## src/rtl/piso_serializer.sv

```systemverilog
// piso_serializer: parallel-in serial-out shifter with valid/ready on both sides.
// Accepts one WIDTH-bit word per load handshake and shifts it out one bit per
// accepted serial beat. frame_start/frame_last mark the first and last bits.
// A new word can load on the edge that accepts the last bit, so frames stream
// back-to-back with no idle cycle.
//
// Ports:
//   clk           clock, rising edge
//   rst           asynchronous active-low reset
//   parallel_in   word to serialize, sampled on load handshake
//   load_valid    upstream word available
//   load_ready    serializer can take a word this cycle (combinational)
//   serial_out    current serial bit
//   serial_valid  serial_out carries a valid bit
//   serial_ready  downstream accepts the current bit
//   frame_start   first bit of a word is presented
//   frame_last    last bit of a word is presented
//   busy          a word is being shifted
module piso_serializer #(
    parameter int unsigned WIDTH     = 4,
    parameter bit          MSB_FIRST = 1'b1
) (
    input  logic             clk,
    input  logic             rst,
    input  logic [WIDTH-1:0] parallel_in,
    input  logic             load_valid,
    output logic             load_ready,
    output logic             serial_out,
    output logic             serial_valid,
    input  logic             serial_ready,
    output logic             frame_start,
    output logic             frame_last,
    output logic             busy
);

    localparam int unsigned CNT_W = (WIDTH > 1) ? $clog2(WIDTH) : 1;
    localparam logic [CNT_W-1:0] CNT_LAST = CNT_W'(WIDTH - 1);

    typedef enum logic {
        IDLE  = 1'b0,
        SHIFT = 1'b1
    } state_t;

    state_t           state;
    state_t           state_nxt;
    logic [WIDTH-1:0] sreg;
    logic [WIDTH-1:0] sreg_nxt;
    logic [CNT_W-1:0] cnt;
    logic [CNT_W-1:0] cnt_nxt;
    logic             at_last;

    assign at_last = (cnt == CNT_LAST);

    // State, shift register and bit counter
    always_ff @(posedge clk or negedge rst) begin
        if (!rst) begin
            state <= IDLE;
            sreg  <= '0;
            cnt   <= '0;
        end else begin
            state <= state_nxt;
            sreg  <= sreg_nxt;
            cnt   <= cnt_nxt;
        end
    end

    // Next-state and output decode
    always_comb begin
        state_nxt    = state;
        sreg_nxt     = sreg;
        cnt_nxt      = cnt;
        load_ready   = 1'b0;
        serial_valid = 1'b0;
        serial_out   = 1'b0;
        frame_start  = 1'b0;
        frame_last   = 1'b0;
        busy         = 1'b0;

        case (state)
            IDLE: begin
                load_ready = 1'b1;
                if (load_valid) begin
                    sreg_nxt  = parallel_in;
                    cnt_nxt   = '0;
                    state_nxt = SHIFT;
                end
            end

            SHIFT: begin
                busy         = 1'b1;
                serial_valid = 1'b1;
                serial_out   = MSB_FIRST ? sreg[WIDTH-1] : sreg[0];
                frame_start  = (cnt == '0);
                frame_last   = at_last;
                // Accept the next word only on the edge that retires the last bit
                load_ready   = at_last && serial_ready;

                if (serial_ready) begin
                    if (at_last) begin
                        if (load_valid) begin
                            sreg_nxt = parallel_in;
                            cnt_nxt  = '0;
                        end else begin
                            state_nxt = IDLE;
                        end
                    end else begin
                        // Shift toward the output end, zero fill behind
                        if (MSB_FIRST) begin
                            sreg_nxt = {sreg[WIDTH-2:0], 1'b0};
                        end else begin
                            sreg_nxt = {1'b0, sreg[WIDTH-1:1]};
                        end
                        cnt_nxt = cnt + CNT_W'(1);
                    end
                end
            end

            default: begin
                state_nxt = IDLE;
            end
        endcase
    end

endmodule

```

## config.mk

```make
export PLATFORM = sky130hd
export DESIGN_NAME = piso_serializer
export DESIGN_NICKNAME = d
export VERILOG_FILES = /design/src/rtl/piso_serializer.sv
export SDC_FILE = /design/constraint.sdc
export NUM_CORES = 1
export LEC_CHECK = 0
export ABC_AREA = 1
export BUFFER_PORTS_ARGS = -buffer_cell sky130_fd_sc_hd__buf_2
export CAP_MARGIN = 20
export CORE_AREA = 2 2 39 41
export DETAILED_ROUTE_END_ITERATION = 8
export DIE_AREA = 0 0 41 43
export SLEW_MARGIN = 20
export SYNTH_ARGS = -nofsm -noshare
export SYNTH_HDL_FRONTEND = slang
export SYNTH_SLANG_ARGS = --single-unit
```

## constraint.sdc

```tcl
create_clock -name clk -period 1.1 [get_ports clk]
set_input_delay 0.275 -clock clk [delete_from_list [all_inputs] [get_ports clk]]
set_output_delay 0.275 -clock clk [all_outputs]
set_load 0.005 [all_outputs]
```

* Yosys cells after proc, flatten, opt, wreduce, memory -nomap -nowiden
Cells that the tools add are included.
** Operators by class
- Add/subtract/negate cells :: 1
- Equal/unequal tests :: 2
- Muxes and demuxes :: 17
- Bitwise gates (word level) :: 1
- Reductions and logical operators :: 2
** Operator list (count)
- 4-bit two-way mux :: 3
- 4-bit case mux with 2 select lines :: 1
- 1-bit two-way mux :: 7
- 2-bit two-way mux :: 3
- 1-bit case mux with 2 select lines :: 2
- 2-bit case mux with 2 select lines :: 1
- 2-bit by 1-bit adder with 2-bit output, second input constant :: 1
- 2-bit equality test, second input constant :: 1
- 2-bit zero test :: 1
- 2-bit != test, second input constant :: 1
- 1-bit logical AND :: 1
- 1-bit NOT :: 1
** Storage, ports and cells
- Bits in registers :: 7
- Input port bits :: 8
- Output and inout bits :: 6
- Word-level logic and storage cells :: 26

* Logic depth before layout (Yosys ltp)
- Word-level depth :: 4
- Depth in mapped cells :: 8
- Mapped depth without buffers :: 8

* Worst setup path after synthesis
Ideal clock, no wire load.
- Path kind :: flip-flop to flip-flop
- Start point :: register cnt[0]
- End point :: register cnt[0]
- Setup time :: 0.116 ns
- Arrival time :: 0.955 ns
- Data required time :: 0.984 ns
- Slack :: 0.028 ns
- Cell stages (with the launch flop) :: 8
- Path buffers :: 0
- Period minus slack after synthesis :: 1.072 ns
- Cell sequence :: dfrtp_1 -> ha_1 -> inv_2 -> nand2_4 -> nand2_4 -> nand2_4 -> nand2_1 -> nand2_1
** On the way
- Longest elaborated chain between the ends :: 4
- Elaborated cells between the ends (all ways) :: 6
- Those cells by class :: add/sub (1); eq/ne (1); mux (4)
** Ends and longest elaborated chain
- from (decl) :: line 48 : logic [CNT_W-1:0] cnt;
- from (signal assigned) :: line 63 : cnt <= cnt_nxt;
- 2-bit by 1-bit adder with 2-bit output, or another cell as far along :: line 113 : cnt_nxt = cnt + CNT_W'(1);
- 2-bit two-way mux :: line 99 : if (at_last) begin
- 2-bit two-way mux :: line 98 : if (serial_ready) begin
- 2-bit case mux with 2 select lines (*) :: line 79 : case (state)
Every way passes the cells marked *; elsewhere a longest branch is shown, timed or not. The select of a mux whose other input is x is not followed.
A chain may end at the register's enable or synchronous reset.

* Worst setup path in the final report
- Start point :: register cnt[1]
- End point :: output load_ready
** On the way
- Longest elaborated chain between the ends :: 3
** Ends and longest elaborated chain
- 2-bit equality test :: line 52 : assign at_last = (cnt == CNT_LAST);
- 1-bit logical AND :: line 96 : load_ready = at_last && serial_ready;
- 1-bit case mux with 2 select lines :: line 79
- to (decl) :: line 27 : output logic load_ready,
Every way passes these cells.

==> results.yml <==
place:
  io_buffer_count: 13
  dp_hpwl_um: 687
  place.gp.congestion: 0.736
  placed_area_um2: 528
  dp.cells: 89
floorplanning:
  dieArea_mm2: 0.00176
  core_area_mm2: 0.00138
  pin_count: 14
  initial_utilization: 0.328
  rows: 14
  die_w_um: 41
  die_height_um: 43
global_route:
  grt_overflow: 0
  grt_pass1_wl_mm: 1.74
  grt_pass1_vias: 438
  grt_use_total: 0.145
  grt_max_degree: 8
  antenna_found_initial: 0
critical_path:
  path_common_cell: "nand2_2"
  worst-endpoint-required_ns: 0.82
  max_stage_delay_ns: 0.39
  critical_path_class: "flip-flop to primary output"
  crit_path_end_kind: "primary output"
  cp_max_fo: 4
  cp_top_family: "flip-flops"
  worst_path_max_delay_cell: "dfrtp_1"
  start_kind: "flip-flop"
  critPathBufInv: 1
  worstPathArrival_ns: 1.12
  path_cells: "ha_2 -> nand2_2 -> nand2_2 -> buf_2"
finish:
  antenna_cells: 0
  drive_gt1_frac: 0.584
  final_cell_area_um2: 747
  fillCellCount: 127
  syn2layout_area_growth_pct: 64.5
  nNetsFinal: 100
  fin_cells: 105
job:
  cap_violations: 0
routing:
  num_vias: 482
  avgRoutedWirePerCell_um: 10.2
  routed_wl_mm: 1.07
  detail_route.first_pass.iterations: 4
  routed_via_density: 4.59
  drtAntennaViolNets: 0
  drt-initial-drc-count: 8
  drc: 0
sta:
  min_period_over_period: 1.27
  skew_ns: 0.00308
  max-slew-margin-rel: 0.870
  hold_violations: 0
  setup_slack_ns: -0.294
  tightest_slew_ns: 0.195
  slew_viol_final: 0
  fmax_ghz: 0.718
  period_needed_ns: 1.39
  setup_viol: 12
  rsz0062_at_grt: "yes"
pwr:
  power_frac_comb: 0.596
  peakVddDrop_mv: 1.01
  power_leakage_nw: 0.416
  p_per_area_mw_per_mm2: 2220
  power_frac_clock: 0.144
  p_switching_w: 0.000638
  power_frac_seq: 0.261
  power_w: 0.00166
  p_int_w: 0.00102
  p_sw_frac: 0.385
cts:
  clock_latency_ns: 0.25
  cts_buffers: 3
  clock_path_buffers: 2
  cts_tree: "yes"
  cts.sinks: 7
  clk_pin_slew_ns: 0.05
  cts_root_buffer: "clkbuf_4"
  htree_num_levels: 1
synthesis:
  ys_warn_count: 0
  synthesis.area_um2: 454
  ys_seq_elements: 7
  synth.distinct_cells: 14
  syn_area_per_cell_um2: 7.45
  syn_inst: 61
  yosysSeqAreaShare: 0.386
  syn_nets: 71
run_status:
  status: "finished with violations"
  violations: "negative setup slack"
min_path:
  hold_path_class: "primary input to flip-flop"
==> power by group through the flow <==
stage	Combinational [W]	Clock, W	Sequential [W]
after floorplan	0.000426	0	0.000409
after global placement	0.000575	0	0.000424
after detailed placement	0.000580	0	0.000432
after CTS	0.000846	0.000244	0.000424
after global routing	0.00110	0.000256	0.000441
final	0.000989	0.000239	0.000433
==> kinds of logic (layout without fill, tap and decap cells) <==
| logic type | after synthesis | in the layout | share of synthesized area |
|---|---|---|---|
| flops | 7 | 7 | 0.386 |
| compound gates | 2 | 2 | 0.0220 |
| simple gates | 36 | 36 | 0.397 |
| buf+inv | 14 | 42 | 0.141 |
| fa+ha+maj | 2 | 2 | 0.0551 |
==> state kept, by name, summed over array words and instances (netlist names) <==
name	cells
cnt	2
state	1
sreg	4
==> tightest hold or removal path, stage by stage <==
cell and delay (ns):
buf_2 0.08, nand3_1 0.07, nand2_1 0.06
==> layout by cell type, fill, tap and decap left out, drive strengths merged <==
master	n
a21oi	2
dfrtp	7
buf	25
ha	2
nor2	5
nand3b	1
nand2	23
nand3	7
clkbuf	4
inv	12
dlygate4sd3	1
==> worst paths after layout <==
check	from	endpoint	slack (ns)	depth (start not counted)
max	cnt[1]	load_ready	-0.29	4
min	parallel_in[0]	sreg[0]	0.26	3
max reg2reg	cnt[1]	sreg[2]	-0.21	10
min reg2reg	sreg[0]	sreg[0]	0.48	2
max in group asynchronous	rst	state	0.53	2
min in group asynchronous	rst	sreg[1]	0.40	2
==> routing by layer <==
metal | track usage | up-vias | share of wire
met2 | 0.209 | 17 | 0.49
met1 | 0.199 | 219 | 0.43
met4 | 0.107 | 0 | 0.035
met3 | 0 | 5 | 0.040
met5 | 0 | - | 0
li1 | - | 241 | -
==> layout make-up <==
| cell class | instances | area, µm² | share of cell area |
|---|---|---|---|
| flip-flops and latches | 7 | 176 | 0.236 |
| well taps | 16 | 20.0 | 0.0268 |
| repair buffers | 26 | 206 | 0.276 |
| inverters | 12 | 50.0 | 0.0670 |
| clock buffers | 4 | 26.3 | 0.0352 |
| multi-input cells | 40 | 268 | 0.358 |
==> cell usage after synthesis <==
cell type | number | share of area
ha_1 | 2 | 0.055
buf_6 | 1 | 0.025
nand2_1 | 17 | 0.14
inv_2 | 2 | 0.017
nor2_1 | 4 | 0.033
nand2_4 | 3 | 0.074
nand3_1 | 7 | 0.077
dfrtp_1 | 7 | 0.39
nor2_2 | 1 | 0.014
inv_1 | 10 | 0.083
nand3b_1 | 1 | 0.017
nand2_2 | 3 | 0.041
buf_4 | 1 | 0.017
a21oi_1 | 2 | 0.022
==> per-stage QoR <==
stage / worst slack (ns) / setup TNS (ns) / hold slack, ns / utilization
after floorplan: 0.0281 / 0 / -0.0206 / -
after global placement: -0.0954 / -0.520 / 0.116 / 0.382
after detailed placement: -0.110 / -0.677 / 0.121 / 0.382
after CTS: -0.283 / -2.27 / 0.263 / 0.506
after global routing: -0.321 / -2.85 / 0.290 / 0.540
final: -0.294 / -2.30 / 0.259 / 0.540
==> what timing repair did <==
item | in CTS | in global routing
setup buffers | 10 | 1
cloned | 0 | 0
gates resized for setup | 19 | 12
setup endpoints to repair | 12 | 13
pin swaps | 3 | 5
hold buffers | 1 | 0
endpoints found under the hold margin | 7 | 0
Note: power is estimated with default switching activity, not from simulation.
